File: config.mk
export PLATFORM = sky130hd
export DESIGN_NAME = hlcp_cmd_seq
export DESIGN_NICKNAME = d
export VERILOG_FILES = /design/src/rtl/hlcp_cmd_seq.sv
export SDC_FILE = /design/constraint.sdc
export NUM_CORES = 1
export LEC_CHECK = 0
export CORE_MARGIN = 2
export CORE_UTILIZATION = 36
export CTS_BUF_LIST = sky130_fd_sc_hd__clkbuf_8
export DETAILED_ROUTE_END_ITERATION = 10
export GPL_TIMING_DRIVEN = 0
export SETUP_SLACK_MARGIN = 0.2
export SYNTH_ARGS = -nofsm -noshare
export SYNTH_HDL_FRONTEND = slang
export SYNTH_SLANG_ARGS = --single-unit
File: constraint.sdc
create_clock -name sys_clk -period 4.8 [get_ports sys_clk]
set_input_delay 0.96 -clock sys_clk [delete_from_list [all_inputs] [get_ports sys_clk]]
set_output_delay 0.96 -clock sys_clk [all_outputs]
set_load 0.05 [all_outputs]
File: src/rtl/hlcp_cmd_seq.sv
// hlcp_cmd_seq: register-bus command sequencer driving the HLCP controller system port
module hlcp_cmd_seq #(
    parameter logic [15:0] TIMEOUT  = 16'd1000,
    parameter logic [3:0]  POLL_GAP = 4'd4
) (
    input  logic        sys_clk,
    input  logic        sys_resetb,
    input  logic        cmd_valid,
    output logic        cmd_ready,
    input  logic [1:0]  cmd_op,
    input  logic [3:0]  cmd_addr,
    input  logic [31:0] cmd_data,
    input  logic [31:0] cmd_mask,
    input  logic        seq_abort,
    output logic        rsp_valid,
    input  logic        rsp_ready,
    output logic [1:0]  rsp_op,
    output logic [31:0] rsp_data,
    output logic        rsp_err,
    output logic        m_sel,
    output logic        m_rd,
    output logic        m_wr,
    output logic [3:0]  m_addr,
    output logic [31:0] m_wdata,
    input  logic [31:0] m_rdata,
    input  logic        hlcp_int,
    output logic        seq_busy
);
    typedef enum logic [2:0] {IDLE, SETUP, ACCESS, CHECK, GAP, WAITI, RESP} state_t;
    localparam logic [1:0] OP_WR = 2'd0, OP_POLL = 2'd2, OP_WAIT = 2'd3;
    state_t      state_q, state_d;
    logic [1:0]  op_q, op_d;
    logic [3:0]  addr_q, addr_d, gap_q, gap_d, m_addr_q;
    logic [31:0] data_q, data_d, mask_q, mask_d, rdata_q, rdata_d, m_wdata_q;
    logic [15:0] timer_q;
    logic        abort_q, err_q, err_d, accept, hit, expired, bus_d;
    logic        cmd_ready_q, rsp_valid_q, m_sel_q, m_rd_q, m_wr_q, busy_q;
    assign accept  = state_q == IDLE && cmd_valid;
    assign hit     = ((rdata_q ^ data_q) & mask_q) == 32'd0;
    assign expired = timer_q >= TIMEOUT;
    assign bus_d   = state_d == SETUP || state_d == ACCESS;
    always_comb begin
        state_d = state_q;
        err_d   = err_q;
        gap_d   = gap_q;
        op_d    = accept ? cmd_op : op_q;
        addr_d  = accept ? cmd_addr : addr_q;
        data_d  = accept ? cmd_data : data_q;
        mask_d  = accept ? cmd_mask : mask_q;
        rdata_d = accept ? 32'd0 : (state_q == ACCESS && op_q != OP_WR) ? m_rdata : rdata_q;
        case (state_q)
            IDLE: if (cmd_valid) begin
                state_d = cmd_op == OP_WAIT ? WAITI : SETUP;
                err_d   = 1'b0;
            end
            SETUP:  state_d = ACCESS;
            ACCESS: state_d = op_q == OP_POLL ? CHECK : RESP;
            CHECK: begin
                gap_d = 4'd0;
                if (hit) state_d = RESP;
                else if (abort_q || expired) begin
                    state_d = RESP;
                    err_d   = 1'b1;
                end else state_d = POLL_GAP == 4'd0 ? SETUP : GAP;
            end
            GAP: if (abort_q || seq_abort || expired) begin
                state_d = RESP;
                err_d   = 1'b1;
            end else if (gap_q == POLL_GAP - 4'd1) state_d = SETUP;
            else gap_d = gap_q + 4'd1;
            // interrupt outranks a coincident abort or timeout
            WAITI: if (hlcp_int) state_d = RESP;
            else if (abort_q || seq_abort || expired) begin
                state_d = RESP;
                err_d   = 1'b1;
            end
            RESP: if (rsp_ready) state_d = IDLE;
            default: state_d = IDLE;
        endcase
    end
    always_ff @(posedge sys_clk or negedge sys_resetb) begin
        if (!sys_resetb) begin
            state_q     <= IDLE;
            op_q        <= 2'd0;
            addr_q      <= 4'd0;
            data_q      <= 32'd0;
            mask_q      <= 32'd0;
            rdata_q     <= 32'd0;
            err_q       <= 1'b0;
            gap_q       <= 4'd0;
            timer_q     <= 16'd0;
            abort_q     <= 1'b0;
            cmd_ready_q <= 1'b1;
            rsp_valid_q <= 1'b0;
            busy_q      <= 1'b0;
            m_sel_q     <= 1'b0;
            m_rd_q      <= 1'b0;
            m_wr_q      <= 1'b0;
            m_addr_q    <= 4'd0;
            m_wdata_q   <= 32'd0;
        end else begin
            state_q     <= state_d;
            op_q        <= op_d;
            addr_q      <= addr_d;
            data_q      <= data_d;
            mask_q      <= mask_d;
            rdata_q     <= rdata_d;
            err_q       <= err_d;
            gap_q       <= gap_d;
            timer_q     <= state_q == IDLE ? 16'd0 : timer_q + {15'd0, timer_q != 16'hFFFF};
            abort_q     <= state_q != IDLE && (abort_q || (seq_abort && state_q != RESP));
            cmd_ready_q <= state_d == IDLE;
            rsp_valid_q <= state_d == RESP;
            busy_q      <= state_d != IDLE;
            m_sel_q     <= bus_d;
            m_rd_q      <= state_d == ACCESS;
            m_wr_q      <= bus_d && op_d == OP_WR;
            m_addr_q    <= state_d == SETUP ? addr_d : m_addr_q;
            m_wdata_q   <= state_d == SETUP && op_d == OP_WR ? data_d : m_wdata_q;
        end
    end
    assign cmd_ready = cmd_ready_q;
    assign rsp_valid = rsp_valid_q;
    assign rsp_op    = op_q;
    assign rsp_data  = rdata_q;
    assign rsp_err   = err_q;
    assign m_sel     = m_sel_q;
    assign m_rd      = m_rd_q;
    assign m_wr      = m_wr_q;
    assign m_addr    = m_addr_q;
    assign m_wdata   = m_wdata_q;
    assign seq_busy  = busy_q;
endmodule

==> summary.md, run 1 <==
| Metric | Value |
|---|---|
| Worst vdd ir | `344 µV` |
| Synth Cell Area | `7320 µm²` |
| Power per cell area | `713 nW/µm²` |
| Die height | `147 µm` |
| Register bit total from synthesis | `169` |
| Global-route wire length before repair | `33.0 mm` |
| Worst Path Class, Setup | `in -> reg` |
| WP data required | `5.19 ns` |
| Post-route ant nets | `0` |
| Commonest non-fill, non-tap cell in the layout | `nand2_1` |
| Seq pwr share | `0.348` |
| Final period util | `0.734` |
| RePlAce Congestion | `0.792` |
| TNS Setup | `0 ns` |
| # setup viols final | `0` |
| Max_cap viols | `0` |
| Initial antenna violation count | `2` |
| WL final | `20.9 mm` |
| Most frequent cells in the layout | `nand2_1 (285), clkdlybuf4s50_1 (183), dfrtp_1 (168)` |
| Syn Area/Cell | `9.93 µm²` |
| Cts hold-fix bufs | `0` |
| Synth Net Count | `848` |
| Clock slew at reported path FFs | `0.08 ns` |
| Clock power frac | `0.156` |
| Fin Clk Skew | `0.0186 ns` |
| Setup WS post-layout | `1.28 ns` |
| Post-synthesis sequential area ratio | `0.578` |
| Worst skew pair latency | `0.46 ns` |
| Largest net degree at the start of global routing | `117` |
| Main synth FF type | `dfrtp_1` |
| Number of port buffers | `184` |
| Min Tclk post-route | `3.52 ns` |
| DR pass1 iterations | `5` |
| Setup Fix Bufs, Post-CTS | `0` |
| Via count | `5761` |
| Int Pwr | `0.00385 W` |
| Initial Util | `0.364` |
| Gr usage total | `0.201` |
| Worst-case reg-to-reg path depth | `6` |
| CP max FO | `10` |
| P_leak | `4.75 nW` |
| Final instance area | `9960 µm²` |
| DIE AREA | `21500 µm²` |
| Cell variety after synth | `51` |
| Hold/Removal Path Class | `in -> async` |
| # diodes | `0` |
| Die width | `147 µm` |
| Highest clock rate | `284 MHz` |
| RSZ-0062 raised after global routing | `false` |
| Nets | `1052` |
| Sw Ratio | `0.458` |
| Clock Sinks | `169` |
| CP endpoint kind | `flop` |
| Global route overflow | `0` |
| Root Driver | `clkbuf_8` |
| CTS tree | `built` |
| Share of cells above drive strength 1 | `0.0922` |
| # DRC | `0` |
| Share of the synthesized area in the top cell type | `0.574` |
| H-tree Lvls | `4` |
| Initial drt markers | `252` |
| Startpoint types | `input pin` |
| Post-synth EDFFs | `0` |
| Net switching power | `0.00325 W` |
| Final Hold Violating Endpoints | `0` |
| Post-synth top area cell | `dfrtp_1` |
| Outcome | `finished, final reports clean` |
| CTS resizes | `0` |
| Slew HR | `0.216` |
| Via density | `4.71` |
| Syn. warnings | `0` |
| Comb power frac | `0.497` |
| Arrival time worst endpoint | `3.92 ns` |
| Vias in the first global route | `5912` |
| Post-synthesis cell count | `737` |
| Row count | `52` |
| Routed WL per cell | `17.0 µm` |
| I/O pins | `185` |
| CORE AREA | `20100 µm²` |
| Final-report max-slew violation count | `0` |
| Post-place setup slack | `0.832 ns` |
| Placed Area | `9530 µm²` |
| Ranking of synthesized cells by area | `dfrtp_1 (57%), nand2_1 (15%), mux2_2 (5.1%)` |
| Worst Max-Slew Pin Slew | `1.17 ns` |
| Deepest clock path buffer count | `2` |
| Area Overhead vs Synth | `36.1%` |
| Synth async-reset ratio | `1.00` |
| TritonCTS Buffers | `17` |
| DPL Wire Length | `15.2 mm` |
power groups by stage:
stage               Sequential (W)  Combinational [W]  Clock, W
floorplan                  0.00345            0.00130         0
global placement           0.00249            0.00353         0
detailed placement         0.00250            0.00357         0
CTS                        0.00247            0.00358   0.00113
global route               0.00255            0.00381   0.00119
finish                     0.00247            0.00353   0.00110
layout make-up:
| cell class | instances | area (µm²) |
|---|---|---|
| fill | 1892 | 10100 |
| multi-input combinational | 527 | 2910 |
| tap | 270 | 338 |
| buffer | 34 | 149 |
| sequential | 169 | 4230 |
| clock inverter | 13 | 165 |
| inverter | 7 | 26.3 |
| clock buffer | 19 | 262 |
| timing repair buffer | 185 | 1870 |
cells by family (layout without fill, tap and decap cells):
| logic type | count (synthesis) | count (layout) | synth area share |
|---|---|---|---|
| simple gates | 393 | 393 | 0.230 |
| flops | 169 | 169 | 0.578 |
| compound gates | 47 | 47 | 0.0470 |
| xor+xnor | 45 | 45 | 0.0539 |
| buf+inv | 41 | 258 | 0.0239 |
| mux | 39 | 39 | 0.0617 |
| fa+ha+maj | 3 | 3 | 0.00513 |
final timing paths:
check | startpoint | endpoint | slack (ns)
setup / recovery | cmd_valid | mask_q[30] | 1.28
hold / removal | sys_resetb | timer_q[11] | 0.40
setup reg to reg | state_q[2] | mask_q[26] | 1.88
hold reg to reg | mask_q[22] | mask_q[22] | 0.48
max in group asynchronous | sys_resetb | timer_q[15] | 3.46
min in group sys_clk | mask_q[22] | mask_q[22] | 0.48
registers in the layout, indices dropped and copies added, names as in the netlist:
name / cells
rsp_data: 32
cmd_ready: 1
gap_q: 4
seq_busy: 1
m_wdata: 32
mask_q: 32
data_q: 32
timer_q: 16
rsp_valid: 1
state_q: 3
m_wr: 1
addr_q: 4
rsp_err: 1
abort_q: 1
rsp_op: 2
m_rd: 1
m_sel: 1
m_addr: 4
cell usage after synthesis, types with 6 or more instances:
cell,n
nand2_1,285
dfrtp_1,168
xor2_1,40
nand3_1,39
mux2_2,33
clkbuf_1,25
nor2_1,23
a22oi_1,17
o21ai_0,9
nor3_1,8
a21oi_1,7
inv_1,7
nand4_1,7
nor2b_1,6
worst max-delay path: stages:
cell and delay [ns]:
clkdlybuf4s50_1 0.51, or4b_1 0.21, clkbuf_1 0.35, clkbuf_1 0.56, clkbuf_1 0.51, clkbuf_1 0.60
nand2_1 0.12, nand2_1 0.08
metrics by stage:
step	hold WS, ns	std cells	total power, W	util
floorplan	0.441	737	0.00476	-
global placement	0.457	1191	0.00603	0.472
detailed placement	0.464	1192	0.00606	0.474
CTS	0.409	1224	0.00718	0.495
global route	0.419	1224	0.00755	0.495
finish	0.403	1224	0.00710	0.495
metal layers:
layer	global-route usage	wire, µm	share of wire
met4	0.0437	166	0.0080
met2	0.322	9950	0.48
met3	0.0625	1360	0.065
met1	0.268	9360	0.45
met5	0	25	0.0012
Note: power is estimated with default switching activity, not from simulation.
==> inputs of run 2 (changes only) <==
==> constraint.sdc (replaced) <==
create_clock -name sys_clk -period 3.4 [get_ports sys_clk]
set_input_delay 0.68 -clock sys_clk [delete_from_list [all_inputs] [get_ports sys_clk]]
set_output_delay 0.68 -clock sys_clk [all_outputs]
set_load 0.05 [all_outputs]
==> summary.md, run 2 (synthesis gave the netlist of run 1 again) <==
| Metric | Value |
|---|---|
| Outcome | `finished, final reports clean` |
| RSZ-0062 raised after global routing | `false` |
| Startpoint types | `input pin` |
| Worst Max-Slew Pin Slew | `0.743 ns` |
| Largest net degree at the start of global routing | `117` |
| Clock slew at reported path FFs | `0.09 ns` |
| Initial antenna violation count | `2` |
| DR pass1 iterations | `4` |
| Net switching power | `0.00460 W` |
| Comb power frac | `0.498` |
| Final period util | `0.892` |
| Post-route ant nets | `0` |
| Max_cap viols | `0` |
| Min Tclk post-route | `3.03 ns` |
| Area Overhead vs Synth | `36.4%` |
| I/O pins | `185` |
| Cts hold-fix bufs | `0` |
| Vias in the first global route | `5912` |
| Most frequent cells in the layout | `nand2_1 (285), clkdlybuf4s50_1 (183), dfrtp_1 (168)` |
| Hold Worst Slack | `0.124 ns` |
| WL final | `20.8 mm` |
| Initial Util | `0.364` |
| Die height | `147 µm` |
| Final-report max-slew violation count | `0` |
| Fin Clk Skew | `0.0174 ns` |
| CORE AREA | `20100 µm²` |
| Nets | `1053` |
| Root Driver | `clkbuf_8` |
| Initial drt markers | `237` |
| Highest clock rate | `330 MHz` |
| TritonCTS Buffers | `17` |
| P_leak | `4.76 nW` |
| Share of cells above drive strength 1 | `0.0963` |
| DIE AREA | `21500 µm²` |
| Routing usage on met3 | `0.0625` |
| Deepest clock path buffer count | `2` |
| Global route overflow | `0` |
| Slew HR | `0.503` |
| Routed WL per cell | `17.0 µm` |
| # diodes | `0` |
| Met2 usage | `0.322` |
| CP max FO | `10` |
| CTS tree | `built` |
| Via density | `4.70` |
| Final Hold Violating Endpoints | `0` |
| DPL Wire Length | `15.2 mm` |
| M1 GR Usage | `0.268` |
| # setup viols final | `0` |
| Worst skew pair latency | `0.46 ns` |
| Gr usage total | `0.201` |
| RePlAce Congestion | `0.792` |
| Power per cell area | `1010 nW/µm²` |
| Worst Path Class, Setup | `in -> reg` |
| Hold/Removal Path Class | `in -> async` |
| Busiest grt layer | `met2` |
| Post-place setup slack | `-0.288 ns` |
| Seq pwr share | `0.347` |
| Commonest non-fill, non-tap cell in the layout | `nand2_1` |
| Clock Sinks | `169` |
| Row count | `52` |
| Setup WS post-layout | `0.366 ns` |
| Int Pwr | `0.00544 W` |
| Via count | `5756` |
| Placed cell count | `1192` |
| Arrival time worst endpoint | `3.38 ns` |
| Non-Filler Instances | `1225` |
| WP data required | `3.75 ns` |
| Number of port buffers | `184` |
| Global-route wire length before repair | `33.0 mm` |
| # DRC | `0` |
| Die width | `147 µm` |
| Sw Ratio | `0.458` |
| Clock power frac | `0.155` |
| Worst vdd ir | `485 µV` |
| CP endpoint kind | `flop` |
| H-tree Lvls | `4` |
## run 2: what timing repair did
action | 4_1_cts | 5_1_grt
endpoints found under the setup margin | 10 | 40
pin swaps | 0 | 1
resized for setup | 1 | 4
buffers inserted | 0 | 1
endpoints found under the hold margin | 0 | 0
## run 2: final timing paths
kind | startpoint | endpoint | slack, ns | cells after the start
worst max register to register | state_q[1] | m_wdata[11] | 0.66 | 9
max in group asynchronous | sys_resetb | mask_q[10] | 2.35 | 2
worst min-delay path | sys_resetb | timer_q[11] | 0.12 | 1
min in group sys_clk | mask_q[22] | mask_q[22] | 0.48 | 2
worst max-delay path | cmd_valid | m_wdata[11] | 0.37 | 9
worst min register to register | mask_q[22] | mask_q[22] | 0.48 | 2
## run 2: layer usage
| metal | routed length (µm) | up-vias |
|---|---|---|
| li1 | - | 2820 |
| met3 | 1330 | 21 |
| met4 | 210 | 4 |
| met1 | 9380 | 2756 |
| met5 | 25 | - |
| met2 | 9900 | 155 |
## run 2: stage by stage
stage	setup TNS, ns	power [W]	util	area [µm²]
2_1_floorplan	0	0.00671	-	7320
3_3_place_gp	-959.61	0.00851	0.472	9500
3_5_place_dp	-11.34	0.00856	0.474	9530
4_1_cts	0	0.0101	0.495	9960
5_1_grt	0	0.0107	0.496	9980
6_report	0	0.0100	0.496	9980
## run 2: layout make-up
| type | count | area [µm²] |
|---|---|---|
| fill | 1890 | 10100 |
| sequential | 169 | 4230 |
| multi-input combinational | 527 | 2930 |
| timing repair buffer | 186 | 1880 |
| tap | 270 | 338 |
| clock buffer | 19 | 262 |
| clock inverter | 13 | 165 |
| buffer | 34 | 151 |
| inverter | 7 | 26.3 |
## run 2: power by group through the flow
stage	registers (W)	logic [W]	clock network, W
finish	0.00349	0.00500	0.00156
detailed placement	0.00353	0.00503	0
floorplan	0.00487	0.00184	0
CTS	0.00349	0.00506	0.00159
global route	0.00361	0.00539	0.00168
global placement	0.00352	0.00499	0
## run 2: critical path, cell delays in order
cell             delay (ns)
clkdlybuf4s50_1        0.60
or4b_1                 0.45
clkbuf_1               0.25
nor3_2                 0.19
o2bb2ai_1              0.12
nor4_4                 0.28
buf_4                  0.20
buf_4                  0.23
mux2_2                 0.36
